File: src/rtl/nn_mac_array.sv
// -----------------------------------------------------------------------------
// nn_mac_array
//
// Multi-lane fixed-point multiply-accumulate engine. One shared activation
// s_x per input beat is multiplied by LANES weights. The products are summed
// per lane until a beat with s_last closes the vector. Each lane sum then
// gets its bias added, is rounded (round-half-up) and saturated, and has ReLU
// applied when relu_en is set. The result leaves on a valid/ready port.
//
// Ports
//   clk, rst_n             clock (rising edge), async active-low reset
//   s_valid/s_ready/s_last input beat handshake; s_ready is registered
//   s_x                    shared activation, signed Q(DWIDTH-FRAC).FRAC
//   s_w                    weights, lane i = s_w[i*DWIDTH +: DWIDTH]
//   s_bias, relu_en        per-lane bias and ReLU enable, taken on the s_last beat
//   m_valid/m_ready        result handshake
//   m_data                 per-lane results, same packing as s_w
//   m_ovf                  per-lane saturation flags
//   m_count                beats in the vector (saturating)
//   busy                   high whenever the engine is not accepting beats
// -----------------------------------------------------------------------------
module nn_mac_array #(
    parameter int LANES  = 4,
    parameter int DWIDTH = 16,
    parameter int FRAC   = 8,
    parameter int AWIDTH = 40,
    parameter int CWIDTH = 16
) (
    input  logic                    clk,
    input  logic                    rst_n,
    input  logic                    s_valid,
    output logic                    s_ready,
    input  logic                    s_last,
    input  logic [DWIDTH-1:0]       s_x,
    input  logic [LANES*DWIDTH-1:0] s_w,
    input  logic [LANES*DWIDTH-1:0] s_bias,
    input  logic                    relu_en,
    output logic                    m_valid,
    input  logic                    m_ready,
    output logic [LANES*DWIDTH-1:0] m_data,
    output logic [LANES-1:0]        m_ovf,
    output logic [CWIDTH-1:0]       m_count,
    output logic                    busy
);

    localparam int PWIDTH = 2 * DWIDTH;

    // Saturation bounds and the rounding constant, all at accumulator width.
    localparam logic signed [AWIDTH-1:0] SAT_MAX =
        {{(AWIDTH-DWIDTH+1){1'b0}}, {(DWIDTH-1){1'b1}}};
    localparam logic signed [AWIDTH-1:0] SAT_MIN =
        {{(AWIDTH-DWIDTH+1){1'b1}}, {(DWIDTH-1){1'b0}}};
    localparam logic signed [AWIDTH-1:0] RND =
        {{(AWIDTH-1){1'b0}}, 1'b1} << (FRAC-1);

    typedef enum logic [1:0] {
        ACC   = 2'd0,
        DRAIN = 2'd1,
        FIN   = 2'd2,
        OUT   = 2'd3
    } state_t;

    state_t state_q, state_d;

    logic s_hs;
    logic m_hs;

    logic signed [PWIDTH-1:0] prod_d [LANES];
    logic signed [PWIDTH-1:0] prod_q [LANES];
    logic                     prod_vld_q;
    logic signed [AWIDTH-1:0] acc_q  [LANES];
    logic [CWIDTH-1:0]        cnt_q;
    logic [LANES*DWIDTH-1:0]  bias_q;
    logic                     relu_q;

    logic [LANES*DWIDTH-1:0]  res_d;
    logic [LANES-1:0]         ovf_d;

    assign s_hs = s_valid & s_ready;
    assign m_hs = m_valid & m_ready;
    assign busy = (state_q != ACC);

    // -------------------------------------------------------------------------
    // Control FSM
    // -------------------------------------------------------------------------
    always_comb begin
        // NOTE: assigning a default before the case keeps every path driven,
        // so no latch is inferred for state_d.
        state_d = state_q;
        case (state_q)
            ACC:     if (s_hs && s_last) state_d = DRAIN;
            DRAIN:   state_d = FIN;
            FIN:     state_d = OUT;
            OUT:     if (m_hs) state_d = ACC;
            default: state_d = ACC;
        endcase
    end

    // s_ready and m_valid are registered copies of the next state, so s_ready
    // drops on the same edge that accepts the s_last beat and rises on the
    // first edge after reset release.
    always_ff @(posedge clk or negedge rst_n) begin
        // NOTE: sequential state uses non-blocking assignments so every flop
        // samples pre-edge values regardless of statement order.
        if (!rst_n) begin
            state_q <= ACC;
            s_ready <= 1'b0;
            m_valid <= 1'b0;
        end else begin
            state_q <= state_d;
            s_ready <= (state_d == ACC);
            m_valid <= (state_d == OUT);
        end
    end

    // -------------------------------------------------------------------------
    // Per-lane product and result arithmetic
    // -------------------------------------------------------------------------
    for (genvar i = 0; i < LANES; i++) begin : g_lane
        logic signed [DWIDTH-1:0] bias_i;
        logic signed [AWIDTH-1:0] sum;
        logic signed [AWIDTH-1:0] shifted;
        logic signed [DWIDTH-1:0] sat;
        logic                     clip;

        // Size casts of signed operands sign-extend, giving the full product.
        assign prod_d[i] = PWIDTH'($signed(s_x)) * PWIDTH'($signed(s_w[i*DWIDTH +: DWIDTH]));

        // Bias is aligned to the accumulator's 2*FRAC fractional bits; adding
        // half an LSB before the arithmetic shift rounds half toward +inf.
        assign bias_i  = bias_q[i*DWIDTH +: DWIDTH];
        assign sum     = acc_q[i] + (AWIDTH'(bias_i) <<< FRAC) + RND;
        assign shifted = sum >>> FRAC;

        always_comb begin
            clip = 1'b0;
            sat  = shifted[DWIDTH-1:0];
            if (shifted > SAT_MAX) begin
                sat  = SAT_MAX[DWIDTH-1:0];
                clip = 1'b1;
            end else if (shifted < SAT_MIN) begin
                sat  = SAT_MIN[DWIDTH-1:0];
                clip = 1'b1;
            end
            // ReLU acts after saturation and leaves the overflow flag alone.
            if (relu_q && sat[DWIDTH-1]) begin
                sat = '0;
            end
        end

        assign res_d[i*DWIDTH +: DWIDTH] = sat;
        assign ovf_d[i]                  = clip;
    end

    // -------------------------------------------------------------------------
    // Datapath registers
    // -------------------------------------------------------------------------
    always_ff @(posedge clk or negedge rst_n) begin
        if (!rst_n) begin
            // NOTE: products and accumulators are small per-lane flop arrays,
            // not RAM, so they are reset so that a vector cut short by reset
            // leaves no partial sum behind.
            for (int i = 0; i < LANES; i++) begin
                prod_q[i] <= '0;
                acc_q[i]  <= '0;
            end
            prod_vld_q <= 1'b0;
            cnt_q      <= '0;
            bias_q     <= '0;
            relu_q     <= 1'b0;
            m_data     <= '0;
            m_ovf      <= '0;
            m_count    <= '0;
        end else begin
            prod_vld_q <= s_hs;
            for (int i = 0; i < LANES; i++) begin
                if (s_hs) begin
                    prod_q[i] <= prod_d[i];
                end
                // Accumulate one edge behind the product register; this is
                // what the DRAIN state waits for after the last beat.
                if (m_hs) begin
                    acc_q[i] <= '0;
                end else if (prod_vld_q) begin
                    acc_q[i] <= acc_q[i] + AWIDTH'(prod_q[i]);
                end
            end

            if (m_hs) begin
                cnt_q <= '0;
            end else if (s_hs && (cnt_q != '1)) begin
                cnt_q <= cnt_q + 1'b1;
            end

            if (s_hs && s_last) begin
                bias_q <= s_bias;
                relu_q <= relu_en;
            end

            if (state_q == FIN) begin
                m_data  <= res_d;
                m_ovf   <= ovf_d;
                m_count <= cnt_q;
            end
        end
    end

endmodule

File: config.mk
export PLATFORM = sky130hd
export DESIGN_NAME = nn_mac_array
export DESIGN_NICKNAME = d
export VERILOG_FILES = /design/src/rtl/nn_mac_array.sv
export SDC_FILE = /design/constraint.sdc
export NUM_CORES = 2
export LEC_CHECK = 0
export ABC_AREA = 0
export CORE_UTILIZATION = 60
export DETAILED_ROUTE_END_ITERATION = 8
export PLACE_DENSITY_LB_ADDON = 0.05
export SLEW_MARGIN = 20
export SYNTH_ARGS = -nofsm -noshare
export SYNTH_HDL_FRONTEND = slang
export SYNTH_SLANG_ARGS = --single-unit
File: constraint.sdc
create_clock -name clk -period 12.75 [get_ports clk]
set_clock_uncertainty 0.1 [all_clocks]
set_input_delay 2.55 -clock clk [delete_from_list [all_inputs] [get_ports clk]]
set_output_delay 2.55 -clock clk [all_outputs]
set_load 0.03 [all_outputs]
# Yosys cells after proc, flatten, opt, wreduce, memory -nomap -nowiden
# Index checks and enable logic that the tools add are counted.
# word_totals
register_bits	458
input_bits	150
wordCells	94
# classes
n_addsub	13
multipliers	4
order_cmp	8
eq_ne	5
muxes	33
n_bitwise	2
n_reduce_logical	11
# ops
operator	count
two-way mux 40 bit	8
two-way mux 16 bit	14
adder 40 x 24 -> 40 bit	4
adder 40 x 32 -> 40 bit	4
adder 40 x 9 -> 40 bit, second input constant	4
greater-than comparator 32 x 16 -> 1 bit, second input constant	4
< comparator 32 x 16 -> 1 bit, second input constant	4
multiplier 16 x 16 -> 32 bit	4
adder 16 x 1 -> 16 bit, second input constant	1
inequality test 16 bit, second input constant	1
two-way mux 1 bit	8
one-hot mux 2 bit (4 select lines)	1
== test 2 bit, second input constant	3
logical AND 1 bit	6
nonzero test 2 bit	3
zero test 2 bit	2
two-way mux 2 bit	2
bitwise AND 1 bit	2
== test 2 x 1 -> 1 bit, second input constant	1

# Logic depth before layout (Yosys ltp)
# logic_depth
ltp_word	7
mapped_depth	27
depth_no_buf	25

# Worst setup path after synthesis
# Ideal clock, no wire load.
# synth_path
path_kind	input-to-reg
start	input port s_x[7]
end	register prod_q[127] in the netlist's numbering
arrival_time_ns	8.853
slack_ns	3.664
cell_stages	26
path_cell_list	clkbuf_1 clkbuf_1 nand2_1 fa_1 inv_1 fa_1 inv_1 fa_1 inv_1 fa_1 fa_1 inv_1 fa_1 inv_1 ha_1 a21o_1 a21oi_1 nor2b_1 a311oi_1 a21oi_1 o311ai_0 o211ai_1 a2111o_1 a31oi_1 xnor2_1 o21ai_0
# synth_between
elab_chain_len	1
# synth_rtl
item	line	rtl
from (decl)	34	input logic [DWIDTH-1:0] s_x,
multiplier 16 x 16 -> 32 bit	127	assign prod_d[i] = PWIDTH'($signed(s_x)) * PWIDTH'($signed(s_w[i*DWIDTH +: DWIDTH]));
to (signal, indexed assignment)	178	prod_q[i] <= prod_d[i];
to (decl)	69	logic signed [PWIDTH-1:0] prod_q [LANES];
# No other way between the ends.
# A chain may end at the register's enable or synchronous reset.

# Worst setup path after layout
# layout_path
start	input port s_w[17]
end	register prod_q[92] in the netlist's numbering
# layout_between
elab_chain_len	1
# layout_rtl
item	line	rtl
from (decl)	35	input logic [LANES*DWIDTH-1:0] s_w,
multiplier 16 x 16 -> 32 bit	127	
# No other way between the ends.

==> results by group <==
Status
  • Status: completed

Placed design
  • # port buffers: 236
  • GP Congestion: 0.957
  • Dpl hpwl: approximately 150000 um
  • Placed cell count: between 9000 and 10000
  • Area after DPL: approximately 75000 sq um
  • Setup WS pre-CTS: 2790 ps

Hold path
  • Hold/Removal Path Class: register to register

Detailed routing
  • DRT Pass-1 Iters: 5
  • Vias: 55800
  • Avg Vias per Cell: slightly below 6
  • Drt wl/cell: between 15 and 20 um
  • Drt total wl: 184000 um
  • DRT iter0 DRCs: around 4100
  • Post-route ant nets: 0
  • Residual DRC: 0

Synthesis
  • Post-synthesis async set-or-reset flop share: between 90% and 100%
  • Largest area contributor in the netlist: fa_1
  • Synth Register Bits: 458
  • Yosys warns: 0
  • Synthesized area: approximately 72000 sq um
  • Largest cells by area after synthesis: fa_1 (29%), dfrtp_1 (16%), ha_1 (11%)
  • Register area share after synthesis: 15.9%
  • Synth Area per Inst: 8.97 sq um
  • Netlist cell types: 93
  • Most frequent cell after synthesis: inv_1
  • Number of synthesized flops with an enable pin: 0
  • Top FF cell, synth: dfrtp_1
  • Post-synth top area share: between 20 and 30%
  • Syn Inst Count: 8010
  • Syn_nets: 9825
  • Synth top cells by count: inv_1 (1231), fa_1 (1056), nand2_1 (933), ha_1 (609), and2_1 (510)

Die
  • Core Rows: 126
  • Starting Density: 60.7%
  • Die W: 348 um
  • Die Span Y: around 350 um
  • I/O pins: around 240
  • Core area: 118000 sq um
  • Die Area: about 120000 sq um

STA
  • Max-slew violations: 0
  • Hold Vio Cnt, Final: 0
  • # setup viols final: 0
  • PnR worst setup slack: 3210 ps
  • Setup TNS: 0 ps
  • Final period util: between 70% and 80%
  • Tightest Pin Transition: 980 ps
  • Achievable Freq: between 0.1 and 0.15 GHz
  • Unrepaired setup endpoints after global routing: no
  • Tmin final: between 9000 and 10000 ps
  • Max_slew headroom: 33.0%

Worst setup path
  • Cells along the critical path: clkdlybuf4s50_1, nand2_1, inv_1, fa_1, fa_1, inv_1, fa_1, inv_1, fa_1, fa_1, inv_1, fa_1, inv_1, ha_1, and3_1, nand3_1, nor2b_1, nand3_1, a211oi_1, nor2b_1, a311oi_1, xnor2_1, o21ai_0
  • Critical path type: primary input to register
  • CP Launch Type: primary input
  • CP required: 13110 ps
  • Max incr delay on CP: 910 ps
  • Family with the most delay on the worst path: adder cells
  • CP dominant cell by count: fa_1
  • Crit path DAT: 9890 ps
  • Worst path buffer plus inverter count: 6
  • Slowest-stage cell, CP: clkdlybuf4s50_1
  • Max FO, Critical Path: 16
  • CP Capture Type: register

Global route
  • Initial antenna violation count: 9
  • Largest net degree at the start of global routing: 107
  • Total GRT Usage: 31.1%
  • Grt ovf: 0
  • Global-route wire length before repair: 302000 um
  • Number of global-route vias before repair: 56300

Run
  • Max_cap viols: 0

Clocking
  • Post-CTS resize count: 0
  • CTS max path bufs: 3
  • Postcts setup bufs: 0
  • Clock Pin Slew Worst Setup and Hold Paths: 60 ps
  • H-tree depth: 2
  • Total CTS buffers: 50
  • Worst-skew pair later-pin latency: between 600 and 700 ps
  • Root Driver: clkbuf_16
  • Post-CTS Hold Buffers: 0
  • Clock sink count: 458
  • CTS tree: done

Layout
  • Layout area overhead: 7.25%
  • Filler cell count in the final layout: 9991
  • Share of cells above drive strength 1: 3.55%
  • Nets: 9838
  • Multi-input logic area: 54600 sq um
  • Finished layout cell area: between 70000 and 80000 sq um
  • Register area: approximately 11000 sq um
  • Fin cells: 9669
## final timing paths
path	start	endpoint	slack (ps)	cells past startpoint
min in group asynchronous	rst_n	bias_q[37]$_DFFE_PN0P_	1810	1
setup / recovery	s_w[17]	prod_q[92]$_DFFE_PN0P_	3210	23
hold / removal	m_count[11]$_DFFE_PN0P_	m_count[11]$_DFFE_PN0P_	370	2
max in group asynchronous	rst_n	acc_q[93]$_DFFE_PN0P_	8530	3
hold reg to reg	m_count[11]$_DFFE_PN0P_	m_count[11]$_DFFE_PN0P_	370	2
setup reg to reg	acc_q[87]$_DFFE_PN0P_	m_data[21]$_DFFE_PN0P_	7760	12
## worst reg2reg max path, delay by kind of cell (launching register included)
family          cells  cell delay (ps)
compound gates      8             2970
flops               1              500
simple gates        3              750
fa+ha+maj           1              520
## registers in the layout (all words and copies together), names as in the netlist
register    flops
s_ready         1
m_count        16
bias_q         64
prod_q        128
relu_q          1
m_data         64
prod_vld_q      1
m_ovf           4
cnt_q          16
acc_q         160
m_valid         1
state_q         2
## final cells by class
| type | instances | area share (%) |
|---|---|---|
| antenna | 6 | 0.0195 |
| inverter | 1232 | 6.00 |
| clock inverter | 26 | 0.372 |
| tap | 1600 | 2.60 |
| timing repair buffer | 285 | 3.46 |
| multi-input combinational | 5996 | 70.8 |
| clock buffer | 66 | 1.86 |
| sequential | 458 | 14.9 |
## stage by stage
step | util [%] | hold slack, ps
floorplan | - | 345
global placement | 63.6 | 359
detailed placement | 63.6 | 362
CTS | 65.1 | 377
global route | 65.1 | 402
finish | 65.1 | 369
## cell usage in the layout (no fill, tap or decap), types with 230 or more instances in the layout
cell     count
inv_1     1231
fa_1      1056
nand2_1    930
ha_1       609
and2_1     509
dfrtp_1    457
nor2_1     403
a21oi_1    341
o21ai_0    284
a21o_1     237
xnor2_1    230
## kinds of logic (layout without fill, tap and decap cells)
| kind of cell | Yosys count | count (layout) | synth area share (%) |
|---|---|---|---|
| muxes | 177 | 177 | 2.59 |
| DFF | 458 | 458 | 15.9 |
| other | 0 | 6 | 0 |
| adders and majority gates | 1665 | 1665 | 40.0 |
| xor gates and xnor gates | 358 | 358 | 4.36 |
| buffers and inverters | 1556 | 1609 | 8.15 |
| and+or+nand+nor | 2398 | 2398 | 16.1 |
| AOI/OAI and AO/OA | 1398 | 1398 | 12.8 |
## routing by layer
| layer | wire length [um] | track usage, % |
|---|---|---|
| met5 | 7 | 0 |
| met4 | 3740 | 6.68 |
| met3 | 12800 | 4.51 |
| met2 | 80600 | 47.3 |
| met1 | 87300 | 47.0 |
Power is left out: the tool's default activity adds up to more than one toggle a clock period on the data nets, which glitch-free logic cannot reach.
